[src/rtl/uart_transmitter.sv]
// UART frame serialiser: start(0), 8 data bits LSB first, parity, stop(1).
// Each bit is held for CLKS_PER_BIT clocks; all outputs come straight from flops.
module uart_transmitter #(
  parameter int CLKS_PER_BIT = 1,
  parameter bit PARITY_ODD   = 1'b0
) (
  input  logic       CLK,
  input  logic       RST,
  input  logic       TX_start,
  input  logic [7:0] TX_data,
  output logic       TX_out,
  output logic       TX_busy,
  output logic       TX_done
);

  localparam int            CW        = (CLKS_PER_BIT > 1) ? $clog2(CLKS_PER_BIT) : 1;
  localparam logic [CW-1:0] BAUD_LAST = CW'(CLKS_PER_BIT - 1);

  typedef enum logic [2:0] {IDLE, START, DATA, PARITY, STOP} state_e;

  state_e        state_q, state_d;
  logic [CW-1:0] baud_q, baud_d;
  logic [2:0]    bit_q, bit_d;
  logic [7:0]    shift_q, shift_d;
  logic          parity_q, parity_d;
  logic          tx_out_q, tx_out_d;
  logic          busy_q, busy_d;
  logic          done_q, done_d;
  logic          bit_end;

  assign bit_end = (baud_q == BAUD_LAST);

  always_comb begin
    state_d  = state_q;
    baud_d   = baud_q;
    bit_d    = bit_q;
    shift_d  = shift_q;
    parity_d = parity_q;

    if (state_q != IDLE) begin
      baud_d = bit_end ? '0 : baud_q + 1'b1;
    end

    case (state_q)
      IDLE: begin
        baud_d = '0;
        if (TX_start) begin
          shift_d  = TX_data;
          parity_d = (^TX_data) ^ PARITY_ODD;
          state_d  = START;
        end
      end
      START: begin
        if (bit_end) begin
          state_d = DATA;
          bit_d   = 3'd0;
        end
      end
      DATA: begin
        if (bit_end) begin
          shift_d = {1'b0, shift_q[7:1]};
          if (bit_q == 3'd7) begin
            state_d = PARITY;
          end else begin
            bit_d = bit_q + 3'd1;
          end
        end
      end
      PARITY: begin
        if (bit_end) begin
          state_d = STOP;
        end
      end
      STOP: begin
        if (bit_end) begin
          // A request in the final stop cycle chains the next frame with no idle gap.
          if (TX_start) begin
            shift_d  = TX_data;
            parity_d = (^TX_data) ^ PARITY_ODD;
            state_d  = START;
          end else begin
            state_d = IDLE;
          end
        end
      end
      default: state_d = IDLE;
    endcase
  end

  // Outputs are derived from the next state so they land in flops with the state.
  always_comb begin
    tx_out_d = 1'b1;
    case (state_d)
      START:   tx_out_d = 1'b0;
      DATA:    tx_out_d = shift_d[0];
      PARITY:  tx_out_d = parity_d;
      default: tx_out_d = 1'b1;
    endcase
    busy_d = (state_d != IDLE);
    done_d = (state_d == STOP) && (baud_d == BAUD_LAST);
  end

  always_ff @(posedge CLK) begin
    if (RST) begin
      state_q  <= IDLE;
      baud_q   <= '0;
      bit_q    <= 3'd0;
      shift_q  <= 8'd0;
      parity_q <= 1'b0;
      tx_out_q <= 1'b1;
      busy_q   <= 1'b0;
      done_q   <= 1'b0;
    end else begin
      state_q  <= state_d;
      baud_q   <= baud_d;
      bit_q    <= bit_d;
      shift_q  <= shift_d;
      parity_q <= parity_d;
      tx_out_q <= tx_out_d;
      busy_q   <= busy_d;
      done_q   <= done_d;
    end
  end

  assign TX_out  = tx_out_q;
  assign TX_busy = busy_q;
  assign TX_done = done_q;

endmodule

[config.mk]
export PLATFORM = sky130hd
export DESIGN_NAME = uart_transmitter
export DESIGN_NICKNAME = d
export VERILOG_FILES = /design/src/rtl/uart_transmitter.sv
export SDC_FILE = /design/constraint.sdc
export NUM_CORES = 1
export LEC_CHECK = 0
export BUFFER_PORTS_ARGS = -buffer_cell sky130_fd_sc_hd__buf_2
export CORE_MARGIN = 10
export CORE_UTILIZATION = 35
export DETAILED_ROUTE_END_ITERATION = 10
export SETUP_SLACK_MARGIN = 0.1
export SLEW_MARGIN = 20
export SYNTH_ARGS = -nofsm -noshare
export SYNTH_HDL_FRONTEND = slang
export SYNTH_SLANG_ARGS = --single-unit
[constraint.sdc]
create_clock -name CLK -period 2.8 [get_ports CLK]
set_input_delay 0.28 -clock CLK [delete_from_list [all_inputs] [get_ports CLK]]
set_output_delay 0.28 -clock CLK [all_outputs]
set_load 0.01 [all_outputs]
Word level (Yosys, flattened, before mapping)
Index checks and enable logic that the tools add are counted.

ROM bits: 0. Bits in latches: 0. Bits of input ports: 11. Output and inout bits: 3. Memories kept: 0. Word-level logic and storage cells: 57. RAM bits: 0. Register bits after elaboration: 19.

Reductions and logical operators: 9. Bitwise operators: 1. Shift operators: 0. Divide/modulo/power cells: 0. Add/sub/neg operators: 2. Multiply operators: 0. Equal/unequal tests: 13. Magnitude comparators: 0. Mux-type cells: 23.

Operators with widths (count): $mux W3 (9); $mux W8 (3); $pmux W8 S3 (1); $pmux W3 S5 (1); $eq A3 B2 Y1 const B (4); $eq A3 B3 Y1 const B (3); $reduce_bool A3 Y1 (3); $ne A2 B2 Y1 const B (4); $reduce_xor A8 Y1 (1); $eq A3 B1 Y1 const B (2); $mux W1 (6); $pmux W3 S2 (1); $reduce_and A4 Y1 (1); $add A3 B1 Y3 const B (1); $logic_not A3 Y1 (1); $pmux W1 S3 (1); $reduce_and A3 Y1 (1); $pmux W1 S2 (1); $reduce_bool A2 Y1 (1); $add A1 B1 Y1 const B (1); $logic_and A1 B1 Y1 (1); $not A1 Y1 (1).

Depth between registers and ports, before layout
Word-level depth: 6. Mapped depth: 6. Depth with buffers taken out: 6.

Worst setup path before layout
No wires, ideal clock.

Path kind: flip-flop to flip-flop. Start: register bit_q[0]. End: register bit_q[1]. Period minus slack after synthesis: 1.516 ns. Library setup time: 0.071 ns. Cell stages (with the launch flop): 7. Path buffers: 0. Required time: 2.729 ns. Slack: 1.284 ns. Data arrival time: 1.445 ns. Cells stage by stage: dfxtp_1 -> ha_1 -> ha_1 -> nor3b_1 -> o21ai_1 -> or3_1 -> a21oi_1.

Longest elaborated chain between the ends: 4. Elaborated cells on any way between the ends: 7. Those cells by class: add/sub: 1; eq/ne: 2; mux: 3; reduce/logical: 1.

RTL lines: start: declaration (RTL line 23) `logic [2:0] bit_q, bit_d;`; start signal: assignment (RTL line 116) `bit_q <= bit_d;`; $add A3 B1 Y3 (RTL line 65) `bit_d = bit_q + 3'd1;`; $mux W3 (RTL line 62) `if (bit_q == 3'd7) begin`; $mux W3 (RTL line 60) `if (bit_end) begin`; $pmux W3 S2 (RTL line 44) `case (state_q)`.

Parallel ways exist; a longest one is shown, timed or not. The select of a mux whose other input is x is not followed. A chain may end at the register's enable or synchronous reset.

Final worst setup path
Start: register state_q[2]. End: register tx_out_q (netlist: TX_out).

Longest elaborated chain between the ends: 5. Elaborated cells on any way between the ends: 18. Those cells by class: eq/ne: 7; mux: 10; reduce/logical: 1.

RTL lines: start: declaration (RTL line 21) `state_e state_q, state_d;`; start signal: assignment (RTL line 114) `state_q <= state_d;`; $mux W3 (RTL line 62); $mux W3 (RTL line 60); $pmux W3 S5 (RTL line 44); $eq A3 B2 Y1 / $eq A3 B1 Y1 (equally long branches) (RTL line 93) `case (state_d)`; $pmux W1 S3 * (RTL line 93); end signal: assignment (RTL line 119) `tx_out_q <= tx_out_d;`; end: declaration (RTL line 26) `logic tx_out_q, tx_out_d;`.

Mark *: on every way between the ends. The rest lies on a longest branch, timed or not.

==> summary.md <==
| Metric | Value |
|---|---|
| Clock Sinks | 19 |
| Ys Warns | 0 |
| Post-DP HPWL | 1.63 mm |
| Worst Hold Depth | 4 |
| Worst relative slew slack | 0.598 |
| Nets | 140 |
| EDFF count, synth | 0 |
| Worst hold path type | primary input to flip-flop |
| Gate Count Post-Synth | 116 |
| ANT cells | 0 |
| Drt initial violations | 52 |
| Die span in y | 74.7 um |
| Status | completed |
| MaxCap Viol Count | 0 |
| Overall routing resource usage | 0.0852 |
| DR vias/cell | 5.61 |
| WL per Instance | 14.3 um |
| Reg clk slew, reported paths | 110 ps |
| CP required | 2980 ps |
| Port Buf Inserts | 13 |
| Ranking of synthesized cells by area | dfxtp_1 36%, xnor2_1 6.7%, mux2_2 6.5%, a222oi_1 5.7%, nor2_1 5.7% |
| Fin crit share | 0.609 |
| Critical path class | flip-flop to flip-flop |
| Core area | 2810 um2 |
| Synth top area share | 0.363 |
| Top FF cell, synth | dfxtp_1 |
| Unrepaired setup endpoints after global routing | false |
| Sw frac | 0.298 |
| Avg Synthesized Cell Area | 9.03 um2 |
| H-tree levels | 1 |
| Max Clock Skew | 3.85 ps |
| Ports | 14 |
| R2R Path Start | state_q[2]$_SDFF_PP0_ |
| Starting Density | 0.373 |
| Reg2reg end | TX_out$_SDFF_PP1_ |
| Clk_lat worst skew | 300 ps |
| P_int | 0.400 mW |
| Die Wd | 74.7 um |
| Vias in the first global route | 900 |
| Vias post-DR | 881 |
| Most common cell in the netlist | dfxtp_1 |
| CP endpoint | TX_out$_SDFF_PP1_ |
| Final hold vios | 0 |
| Total congestion overflow | 0 |
| CP Capture Type | flip-flop |
| CTS Buf Count | 3 |
| Drt total wl | 2.24 mm |
| R2R setup slack | 1090 ps |
| Syn nets | 129 |
| Power Density | 505 nW/um2 |
| Post-synthesis sequential area ratio | 0.363 |
| Resize count post-CTS | 0 |
| Layout cells sized above 1 | 0.214 |
| Cts hold-fix bufs | 0 |
| Clock power frac | 0.250 |
| CTS root buffer | clkbuf_4 |
| Placer Congestion | 0.739 |
| Startpoint Class | flip-flop |
| FF-to-FF path depth | 5 |
| Max Slew Vio Count | 0 |
| Leakage | 0.433 nW |
| Crit path max fanout | 15 |
| Synth unique cells | 35 |
| Leading cell types by count after synthesis | 19 x dfxtp_1, 16 x nor2_1, 8 x xnor2_1 |
| Endpoints failing setup | 0 |
| Longest Clk Path Bufs | 2 |
| First-pass GRT wire length | 3.85 mm |
| NetSw | 0.170 mW |
| Sequential group share of total power | 0.543 |
| Row count | 19 |
| Hold_ws | 321 ps |
| Crit path DAT | 1890 ps |
| DRC | 0 |
| First-pass DRT Iterations | 5 |
| Maximum clock frequency | 0.586 GHz |
| Post-synth top area cell | dfxtp_1 |
| Largest net degree at the start of global routing | 19 |
| Mapped Area | 1050 um2 |
| VDD IR-drop max | 0.286 mV |
| Initial antenna violation count | 0 |
| Slew @ Worst Pin | 602 ps |
| Die footprint | 5580 um2 |
| Post-CTS setup buffers | 0 |
| Area Overhead vs Synth | 7.77% |
| #FFs+latches synth | 19 |
| Crit path from | state_q[2]$_SDFF_PP0_ |
| Fin Setup TNS | 0 ps |
| Antenna Nets Post-Route | 0 |
| CTS tree | yes |
| FFs w/ async S/R, synth | 0 |
| Tmin final | 1710 ps |
| Combinational Power Share | 0.206 |
## placed cells by master, fill, tap and decap left out, types with 2 or more instances in the layout
master and instances:
dfxtp_1 19, nor2_1 16, buf_2 13, xnor2_1 8, nand2_1 7, inv_1 6
a21oi_1 6, mux2_2 6, a222oi_1 6, or3_1 4, nor3_1 4, nor2b_1 3
o21ai_1 3, clkbuf_4 3, o21ai_0 2, ha_1 2
## worst min-delay path by stage
stage,from,end
floorplan,bit_q[1]$_SDFFE_PP0P_,bit_q[1]$_SDFFE_PP0P_
global placement,bit_q[2]$_SDFFE_PP0P_,bit_q[2]$_SDFFE_PP0P_
detailed placement,bit_q[1]$_SDFFE_PP0P_,bit_q[1]$_SDFFE_PP0P_
CTS,TX_data[7],shift_q[7]$_SDFFE_PP0P_
global route,RST,TX_done$_SDFF_PP0_
finish,TX_data[7],shift_q[7]$_SDFFE_PP0P_
## layout make-up
cell class	count	area [um2]
tap	31	38.8
inverter	6	22.5
fill	312	1680
clock buffer	3	22.5
sequential	19	380
timing repair buffer	13	65.1
clock inverter	1	5.00
multi-input combinational	84	594
## kinds of logic (layout without fill, tap and decap cells)
group,after synthesis,after routing,synth area share
buffers and inverters,13,23,0.0693
muxes,6,6,0.0645
xor gates and xnor gates,8,8,0.0669
adders and majority gates,2,2,0.0239
other,1,1,0.00358
DFF,19,19,0.363
AOI/OAI and AO/OA,27,27,0.202
and+or+nand+nor,40,40,0.207
## critical path: stages (launching register included)
cell      delay (ps)
dfxtp_1          720
nand2_1          130
and3_1           210
a211oi_1         280
o21a_1           160
o311ai_1          80
## stage by stage
| step | instance area, um2 | utilization | power, mW | worst slack, ps | cells |
|---|---|---|---|---|---|
| global route | 1130 | 0.402 | 0.605 | 907 | 157 |
| finish | 1130 | 0.402 | 0.570 | 1090 | 157 |
| detailed placement | 1100 | 0.393 | 0.434 | 1110 | 153 |
| floorplan | 1050 | - | 0.406 | 1280 | 116 |
| global placement | 1100 | 0.393 | 0.430 | 1130 | 153 |
| CTS | 1130 | 0.402 | 0.578 | 1070 | 157 |
## per-layer routing
layer  part of all wire  global-route usage  vias up
li1                   -                   -      439
met1               0.42              0.0884      419
met2               0.53               0.162       21
met3              0.047              0.0315        2
met4             0.0018              0.0126        0
met5                  0                   0        -
## flip-flops by register name (all words and copies together), names as in the netlist
name      cells
bit_q         3
TX_out        1
state_q       3
baud_q        1
TX_done       1
TX_busy       1
parity_q      1
shift_q       8
## power groups by stage
stage / clock [mW] / combinational [mW] / sequential, mW
floorplan: 0 / 0.101 / 0.305
global placement: 0 / 0.115 / 0.315
detailed placement: 0 / 0.119 / 0.316
CTS: 0.149 / 0.119 / 0.309
global route: 0.160 / 0.132 / 0.313
finish: 0.143 / 0.118 / 0.310
No activity file was read; power rests on OpenSTA's default activity.
